$ cat src/rtl/mem_port_arbiter.sv
// Round-robin arbiter sharing one single-port synchronous memory between an
// instruction-fetch requester (r0) and a load/store requester (r1).
module mem_port_arbiter #(
  parameter int ADDR_W  = 16,
  parameter int DATA_W  = 32,
  parameter int MEM_LAT = 2
) (
  input  logic              clk,
  input  logic              rst_n,
  input  logic              r0_req,
  input  logic              r0_we,
  input  logic [ADDR_W-1:0] r0_addr,
  input  logic [DATA_W-1:0] r0_wdata,
  output logic              r0_gnt,
  output logic              r0_done,
  output logic [DATA_W-1:0] r0_rdata,
  input  logic              r1_req,
  input  logic              r1_we,
  input  logic [ADDR_W-1:0] r1_addr,
  input  logic [DATA_W-1:0] r1_wdata,
  output logic              r1_gnt,
  output logic              r1_done,
  output logic [DATA_W-1:0] r1_rdata,
  output logic              mem_en,
  output logic              mem_we,
  output logic [ADDR_W-1:0] mem_addr,
  output logic [DATA_W-1:0] mem_wdata,
  input  logic [DATA_W-1:0] mem_rdata,
  output logic              busy
);

  typedef enum logic [1:0] {IDLE, ACCESS, WAIT, DONE} state_t;

  localparam logic [3:0] LAT_M1 = 4'(MEM_LAT - 1);

  state_t            state, state_nx;
  logic              last, last_nx;
  logic [3:0]        cnt, cnt_nx;
  logic              take, take_id;
  logic              win_id, win_we;
  logic              wait_end;
  logic              sel_we;
  logic [ADDR_W-1:0] sel_addr;
  logic [DATA_W-1:0] sel_wdata;

  assign sel_we    = take_id ? r1_we    : r0_we;
  assign sel_addr  = take_id ? r1_addr  : r0_addr;
  assign sel_wdata = take_id ? r1_wdata : r0_wdata;
  assign wait_end  = (state == WAIT) && (cnt == 4'd0);

  always_comb begin
    state_nx = state;
    last_nx  = last;
    cnt_nx   = cnt;
    take     = 1'b0;
    take_id  = 1'b0;
    case (state)
      IDLE: begin
        // On contention the requester that did not win last time goes first
        if (r0_req && (!r1_req || last)) begin
          take    = 1'b1;
          take_id = 1'b0;
        end else if (r1_req) begin
          take    = 1'b1;
          take_id = 1'b1;
        end
        if (take) begin
          state_nx = ACCESS;
          last_nx  = take_id;
        end
      end
      ACCESS: begin
        state_nx = WAIT;
        cnt_nx   = LAT_M1;
      end
      WAIT: begin
        if (cnt == 4'd0) state_nx = DONE;
        else             cnt_nx   = cnt - 4'd1;
      end
      DONE:    state_nx = IDLE;
      default: state_nx = IDLE;
    endcase
  end

  // Outputs are registered from next-state decisions so they line up with the state they describe
  always_ff @(posedge clk or negedge rst_n) begin
    if (!rst_n) begin
      state     <= IDLE;
      last      <= 1'b1;
      cnt       <= 4'd0;
      win_id    <= 1'b0;
      win_we    <= 1'b0;
      r0_gnt    <= 1'b0;
      r1_gnt    <= 1'b0;
      r0_done   <= 1'b0;
      r1_done   <= 1'b0;
      r0_rdata  <= '0;
      r1_rdata  <= '0;
      mem_en    <= 1'b0;
      mem_we    <= 1'b0;
      mem_addr  <= '0;
      mem_wdata <= '0;
      busy      <= 1'b0;
    end else begin
      state   <= state_nx;
      last    <= last_nx;
      cnt     <= cnt_nx;
      r0_gnt  <= take & ~take_id;
      r1_gnt  <= take & take_id;
      mem_en  <= take;
      mem_we  <= take & sel_we;
      r0_done <= wait_end & ~win_id;
      r1_done <= wait_end & win_id;
      busy    <= (state_nx != IDLE);
      if (take) begin
        win_id    <= take_id;
        win_we    <= sel_we;
        mem_addr  <= sel_addr;
        mem_wdata <= sel_wdata;
      end
      // Writes complete with a done pulse but leave both rdata registers untouched
      if (wait_end && !win_we) begin
        if (win_id) r1_rdata <= mem_rdata;
        else        r0_rdata <= mem_rdata;
      end
    end
  end

endmodule

$ cat config.mk
export PLATFORM = sky130hd
export DESIGN_NAME = mem_port_arbiter
export DESIGN_NICKNAME = d
export VERILOG_FILES = /design/src/rtl/mem_port_arbiter.sv
export SDC_FILE = /design/constraint.sdc
export NUM_CORES = 1
export LEC_CHECK = 0
export BUFFER_PORTS_ARGS = -buffer_cell sky130_fd_sc_hd__buf_4
export CAP_MARGIN = 5
export CORE_AREA = 2 2 110 112
export CTS_CLUSTER_SIZE = 20
export DETAILED_ROUTE_END_ITERATION = 16
export DIE_AREA = 0 0 112 114
export PLACE_DENSITY = 0.82
export SLEW_MARGIN = 30
export SYNTH_ARGS = -nofsm -noshare
export SYNTH_HDL_FRONTEND = slang
export SYNTH_SLANG_ARGS = --single-unit
$ cat constraint.sdc
create_clock -name clk -period 4.1 [get_ports clk]
set_input_delay 0.41 -clock clk [delete_from_list [all_inputs] [get_ports clk]]
set_output_delay 0.41 -clock clk [all_outputs]
set_load 0.03 [all_outputs]
==> results of run 1 <==
-- registers in the layout (all words and copies together), names as in the netlist --
name	count
mem_wdata	32
r0_done	1
cnt	4
r0_rdata	32
mem_en	1
r1_rdata	32
r1_gnt	1
last	1
mem_we	1
win_we	1
state	2
win_id	1
r0_gnt	1
mem_addr	16
r1_done	1
busy	1
-- power by group --
part	switching, uW	internal (uW)	total (uW)
registers	474	1920	2400
clock network	556	1050	1610
logic	2340	1700	4040
total	3370	4670	8040
-- worst max-delay path: cells and delay by family (launching register included) --
family,cells,cell delay (ns)
simple gates,2,0.80
flops,1,0.38
buf+inv,1,0.16
mux,1,0.40
fa+ha+maj,1,0.30
-- cells in the final DEF, fill, tap and decap left out, types with 3 or more instances in the layout --
cell type / instances
nor3_1: 47
ha_1: 4
and2_1: 3
clkbuf_16: 17
a31oi_1: 3
nand2_1: 7
dfrtp_1: 127
bufinv_16: 4
nor2_1: 11
a211oi_1: 45
o22ai_1: 91
o21ai_0: 10
mux2_4: 30
mux2_2: 34
clkinvlp_4: 3
nand3_1: 5
inv_1: 5
buf_4: 258
-- cells by family (layout without fill, tap and decap cells) --
kind of cell               Yosys count  count (layout)  synth area share
muxes                               64              64             0.144
DFF                                128             128             0.553
AOI/OAI and AO/OA                  155             155             0.177
and+or+nand+nor                     82              82            0.0717
buffers and inverters               50             296            0.0434
adders and majority gates            5               5            0.0108
-- metal layers --
metal,global-route usage,vias to the layer above
met3,0.0914,29
met4,0.0902,0
li1,-,2338
met2,0.434,290
met5,0,-
met1,0.336,2561
-- worst paths after layout --
| path | endpoint | cells after the start |
|---|---|---|
| setup reg to reg | r0_rdata[18] | 5 |
| min in group clk | r0_rdata[3] | 2 |
| hold reg to reg | r0_done | 1 |
| max in group asynchronous | r1_rdata[11] | 2 |
| setup / recovery | r0_rdata[18] | 5 |
| hold / removal | mem_wdata[15] | 1 |
-- per-stage QoR --
step / hold WS (ns) / cell area [sq um] / power [uW]
finish: -0.00327 / 8340 / 8040
global route: 0.0373 / 8340 / 8420
CTS: 0.0135 / 8330 / 8060
detailed placement: 0.462 / 7690 / 6410
global placement: 0.456 / 7690 / 6260
floorplan: 0.114 / 5790 / 4920
-- final cells by class --
cell class	instances	share of cell area
clock inverter	12	0.0215
sequential	128	0.384
multi-input combinational	306	0.283
tap	147	0.0221
clock buffer	20	0.0548
inverter	6	0.00270
timing repair buffer	258	0.232
==> impl_metrics.yaml, run 1 <==
detailed_routing:
  viasPerCell: 5.95
  drtIter0Drc: 374
  ant_nets: 0
  route.met2.wl_mm: 8.44
  drcViolationCount: 0
  drt_first_pass_iters: 5
  vias: 5218
  routed_wl_mm: 17.2
  wl_met3_mm: 1.60
  wl_per_cell_microns: 19.6
  wirelength_met1_mm: 6.87
  top_layer: "met4"
place:
  numPortBuffers: 252
  dp_slack_ns: 1.66
  dp_hpwl_mm: 11.7
  place_congestion: 0.788
  placedCellCount: 845
cts:
  cts_root_buffer: "clkbuf_16"
  cts.sinks: 128
  ctsHoldBuffers: 0
  clkTransAtPathRegs_ns: 0.06
  cts_resized: 0
  clk_latency_ns: 0.41
  cts_tree: "yes"
  cts-buffers-inserted: 17
  post_cts_buffers: 0
  clock_path_buffers: 2
  htreeDepth: 4
final_layout:
  fin_cells: 877
  multi_input_comb_area_sq_um: 2360
  final_util: 0.712
  fill_cells: 801
  layout-drive-gt1-share: 0.492
  nets: 856
  seqCellArea_sq_um: 3200
  area_growth_pct: 44.0
  antenna_cells: 0
timing:
  rsz0062_at_grt: "false"
  drv_slew: 0
  hold_slack_ns: -0.00327
  finalWorstSetupSlack_ns: 1.93
  tightest_slew_ns: 0.820
  final.setup_skew_ns: 0.0105
  max_freq_ghz: 0.460
  tns_ns: 0
  final.period_utilization: 0.530
  finalSetupViolCount: 0
  maxSlewHeadroom: 0.453
  hold_viol_final: 2
  finalCriticalPeriod_ns: 2.17
grt:
  gr-total-overflow: 0
  first_global_vias: 5167
  antenna_found_initial: 0
  grt_max_degree: 53
  grt_pass1_wl_mm: 26.9
  grtUsageTotal: 0.266
synth:
  ys_types: 33
  yosys-top-cells-area: "dfrtp_1 55%, o22ai_1 9.8%, mux2_4 7.8%"
  postSynth.asyncResetShare: 1.00
  yosysTopAreaCellShare: 0.549
  netlist_area_sq_um: 5790
  ys_seq_area_frac: 0.553
  ys_warn_count: 0
  syn_area_per_cell_sq_um: 12.0
  synth_edf_count: 0
  netlist_instances: 484
  yosysMostFrequentCell: "dfrtp_1"
  synth_ff_type: "dfrtp_1"
  syn_nets: 623
  synth.largest_area_cell: "dfrtp_1"
  ys_ff_latch: 128
  synth_common_cells: "127 x dfrtp_1, 91 x o22ai_1, 47 x nor3_1, 45 x a211oi_1, 34 x mux2_2"
floorplanning:
  row_count: 40
  die-area_sq_um: 12800
  coreArea_sq_um: 11700
  pin_count: 253
  fp.dieH_microns: 114
  die_w_microns: 112
  start_util: 0.495
worst_hold_path:
  hold_path_class: "in2async"
status:
  violations: "negative hold slack"
  status: "complete, but fails checks"
setup_path:
  crit_slowest_cell: "or3_4"
  crit_chain: "inv_1 -> ha_1 -> nand4bb_1 -> or3_4 -> mux2_4"
  crit_path_max_fanout: 32
  worstPathArrival_ns: 2.47
  crit_path_start: "state[0]"
  ff2ff_setup_slack_ns: 1.93
  crit_path_start_kind: "flop"
  endpoint_kind: "flop"
  criticalPathCategory: "reg2reg"
  crit_path_max_incr_delay_ns: 0.62
  required_ns: 4.39
  r2r_start: "state[0]"
power_and_ir_drop:
  leakage_uw: 0.00388
  pwr_density_cell_nw_per_um2: 964
  peakVddDrop_v: 0.000693
job:
  maxCapViolCount: 0
Power figures use the tool's default switching activity.
==> run 2: changes to the inputs <==
- CORE_AREA: 2 2 110 112 -> 2 2 113 115
- DIE_AREA: 0 0 112 114 -> 0 0 115 117
- PLACE_DENSITY: 0.82 -> 0.78
- clock period: 4.1 -> 2.1 ns (I/O delays scaled with it)
==> run 2 against run 1 <==
Net effect:
- via count fell by 0.90%
- critical endpoint is now r0_rdata[26]
- flip-flop and latch count stayed put
- the flow now finishes without violations
- critical path depth increased by 1
==> impl_metrics.yaml, run 2 (synthesis gave the netlist of run 1 again) <==
final_layout:
  fill_cells: 898
  top_regs: "mem_wdata (32), r0_rdata (32), r1_rdata (32)"
  nets: 864
  final_util: 0.686
  layout-drive-gt1-share: 0.499
  fin_cells: 888
  final_cell_mix: "258 x buf_4, 127 x dfrtp_1, 91 x o22ai_1"
  antenna_cells: 0
  area_growth_pct: 45.8
  final_common_cell: "buf_4"
cts:
  cts_root_buffer: "clkbuf_16"
  cts_tree: "yes"
  htreeDepth: 4
  clkTransAtPathRegs_ns: 0.06
  clock_path_buffers: 2
  cts-buffers-inserted: 17
  post_cts_buffers: 0
  cts.sinks: 128
  clk_latency_ns: 0.40
timing:
  final.period_utilization: 0.974
  hold_slack_ns: 0.0463
  final.setup_skew_ns: 0.00824
  drv_slew: 0
  finalSetupViolCount: 0
  tightest_slew_ns: 0.814
  maxSlewHeadroom: 0.456
  max_freq_ghz: 0.489
  hold_viol_final: 0
  tns_ns: 0
  rsz0062_at_grt: "false"
  finalCriticalPeriod_ns: 2.05
place:
  place_congestion: 0.841
  numPortBuffers: 252
  placedCellCount: 855
  dp_hpwl_mm: 12.1
power_and_ir_drop:
  seq_power_share: 0.300
  clkPwrFrac: 0.188
  switchingPower_uw: 6560
  leakage_uw: 0.00394
  pwr_density_cell_nw_per_um2: 1840
  peakVddDrop_v: 0.000945
  netSwitchingFraction: 0.421
  comb_power_share: 0.512
  intPower_uw: 9010
setup_path:
  worstPathArrival_ns: 2.33
  crit_path_max_incr_delay_ns: 0.47
  criticalPathCategory: "reg2reg"
  required_ns: 2.39
  endpoint_kind: "flop"
  crit_slowest_cell: "or3_2"
  crit_path_max_fanout: 32
  crit_chain: "inv_1 -> ha_2 -> nand4bb_1 -> or3_2 -> buf_12 -> mux2_4"
  crit_path_start_kind: "flop"
detailed_routing:
  wl_per_cell_microns: 19.4
  drcViolationCount: 0
  ant_nets: 0
  drt_first_pass_iters: 4
  routed_wl_mm: 17.2
  drtIter0Drc: 421
  viasPerCell: 5.82
  vias: 5171
floorplanning:
  fp.dieH_microns: 117
  row_count: 41
  die_w_microns: 115
  die-area_sq_um: 13500
  start_util: 0.471
  coreArea_sq_um: 12300
  pin_count: 253
grt:
  antenna_found_initial: 0
  grt_max_degree: 50
  grtUsageTotal: 0.257
  first_global_vias: 5167
  grt_pass1_wl_mm: 26.8
  gr-total-overflow: 0
job:
  maxCapViolCount: 0
status:
  status: "finished clean"
worst_hold_path:
  hold_path_class: "in2reg"
==> run 2: cell types whose count changed in the layout (fill, tap and decap cells not counted), moves of 2 or more <==
cell       before  now
ha_2            0    2
clkinv_4        1    4
buf_12          0    7
bufinv_16       4    2
==> run 2: metrics by stage <==
stage | cell area (sq um) | setup slack [ns] | total power [uW]
after floorplan | 5790 | 0.226 | 9610
after global placement | 7830 | 0.147 | 12400
after detailed placement | 7830 | 0.0652 | 12700
after CTS | 8440 | 0.0555 | 15700
after global routing | 8450 | 0.00694 | 16400
final | 8450 | 0.0544 | 15600
==> run 2: timing repair <==
action                                  CTS  global route
hold buffers                              1             0
gates resized for setup                   0             1
hold endpoints to repair                 43             0
endpoints found under the setup margin    0            30
==> run 2: worst paths after layout <==
check                      slack [ns]           from            end  cells after the start
max                              0.05       state[0]   r0_rdata[26]                      6
min                              0.05  mem_rdata[21]   r0_rdata[21]                      2
max reg2reg                      0.05       state[0]   r0_rdata[26]                      6
min reg2reg                      0.50    r1_rdata[8]    r1_rdata[8]                      1
max in group asynchronous        1.01          rst_n           last                      3
min in group asynchronous        0.36          rst_n  mem_wdata[12]                      2
==> run 2: critical path, delay by kind of cell, from the launching register on <==
kind	cells	cell delay, ns
buffers and inverters	2	0.34
DFF	1	0.38
adders and majority gates	1	0.23
and+or+nand+nor	2	0.63
muxes	1	0.32
==> run 2: metal layers <==
layer	GRT usage	vias to the layer above	wire, microns
li1	-	2359	-
met1	0.323	2531	6930
met2	0.417	254	8490
met3	0.0783	27	1480
met4	0.107	0	332
met5	0	-	0
==> run 2: area by class of cell <==
cell class                      instances  area (sq um)  area share
Inverter                                6          22.5     0.00267
Clock buffer                           20           467      0.0553
Multi-Input combinational cell        306          2340       0.278
Timing Repair Buffer                  266          2090       0.247
Sequential cell                       128          3200       0.379
Clock inverter                         12           134      0.0158
Tap cell                              150           188      0.0222
==> run 2: power groups by stage <==
| stage | logic [uW] | registers (uW) | clock network, uW |
|---|---|---|---|
| finish | 7970 | 4680 | 2930 |
| global route | 8490 | 4810 | 3110 |
| CTS | 8010 | 4660 | 2990 |
| detailed placement | 8000 | 4660 | 0 |
| global placement | 7770 | 4600 | 0 |
| floorplan | 2820 | 6790 | 0 |
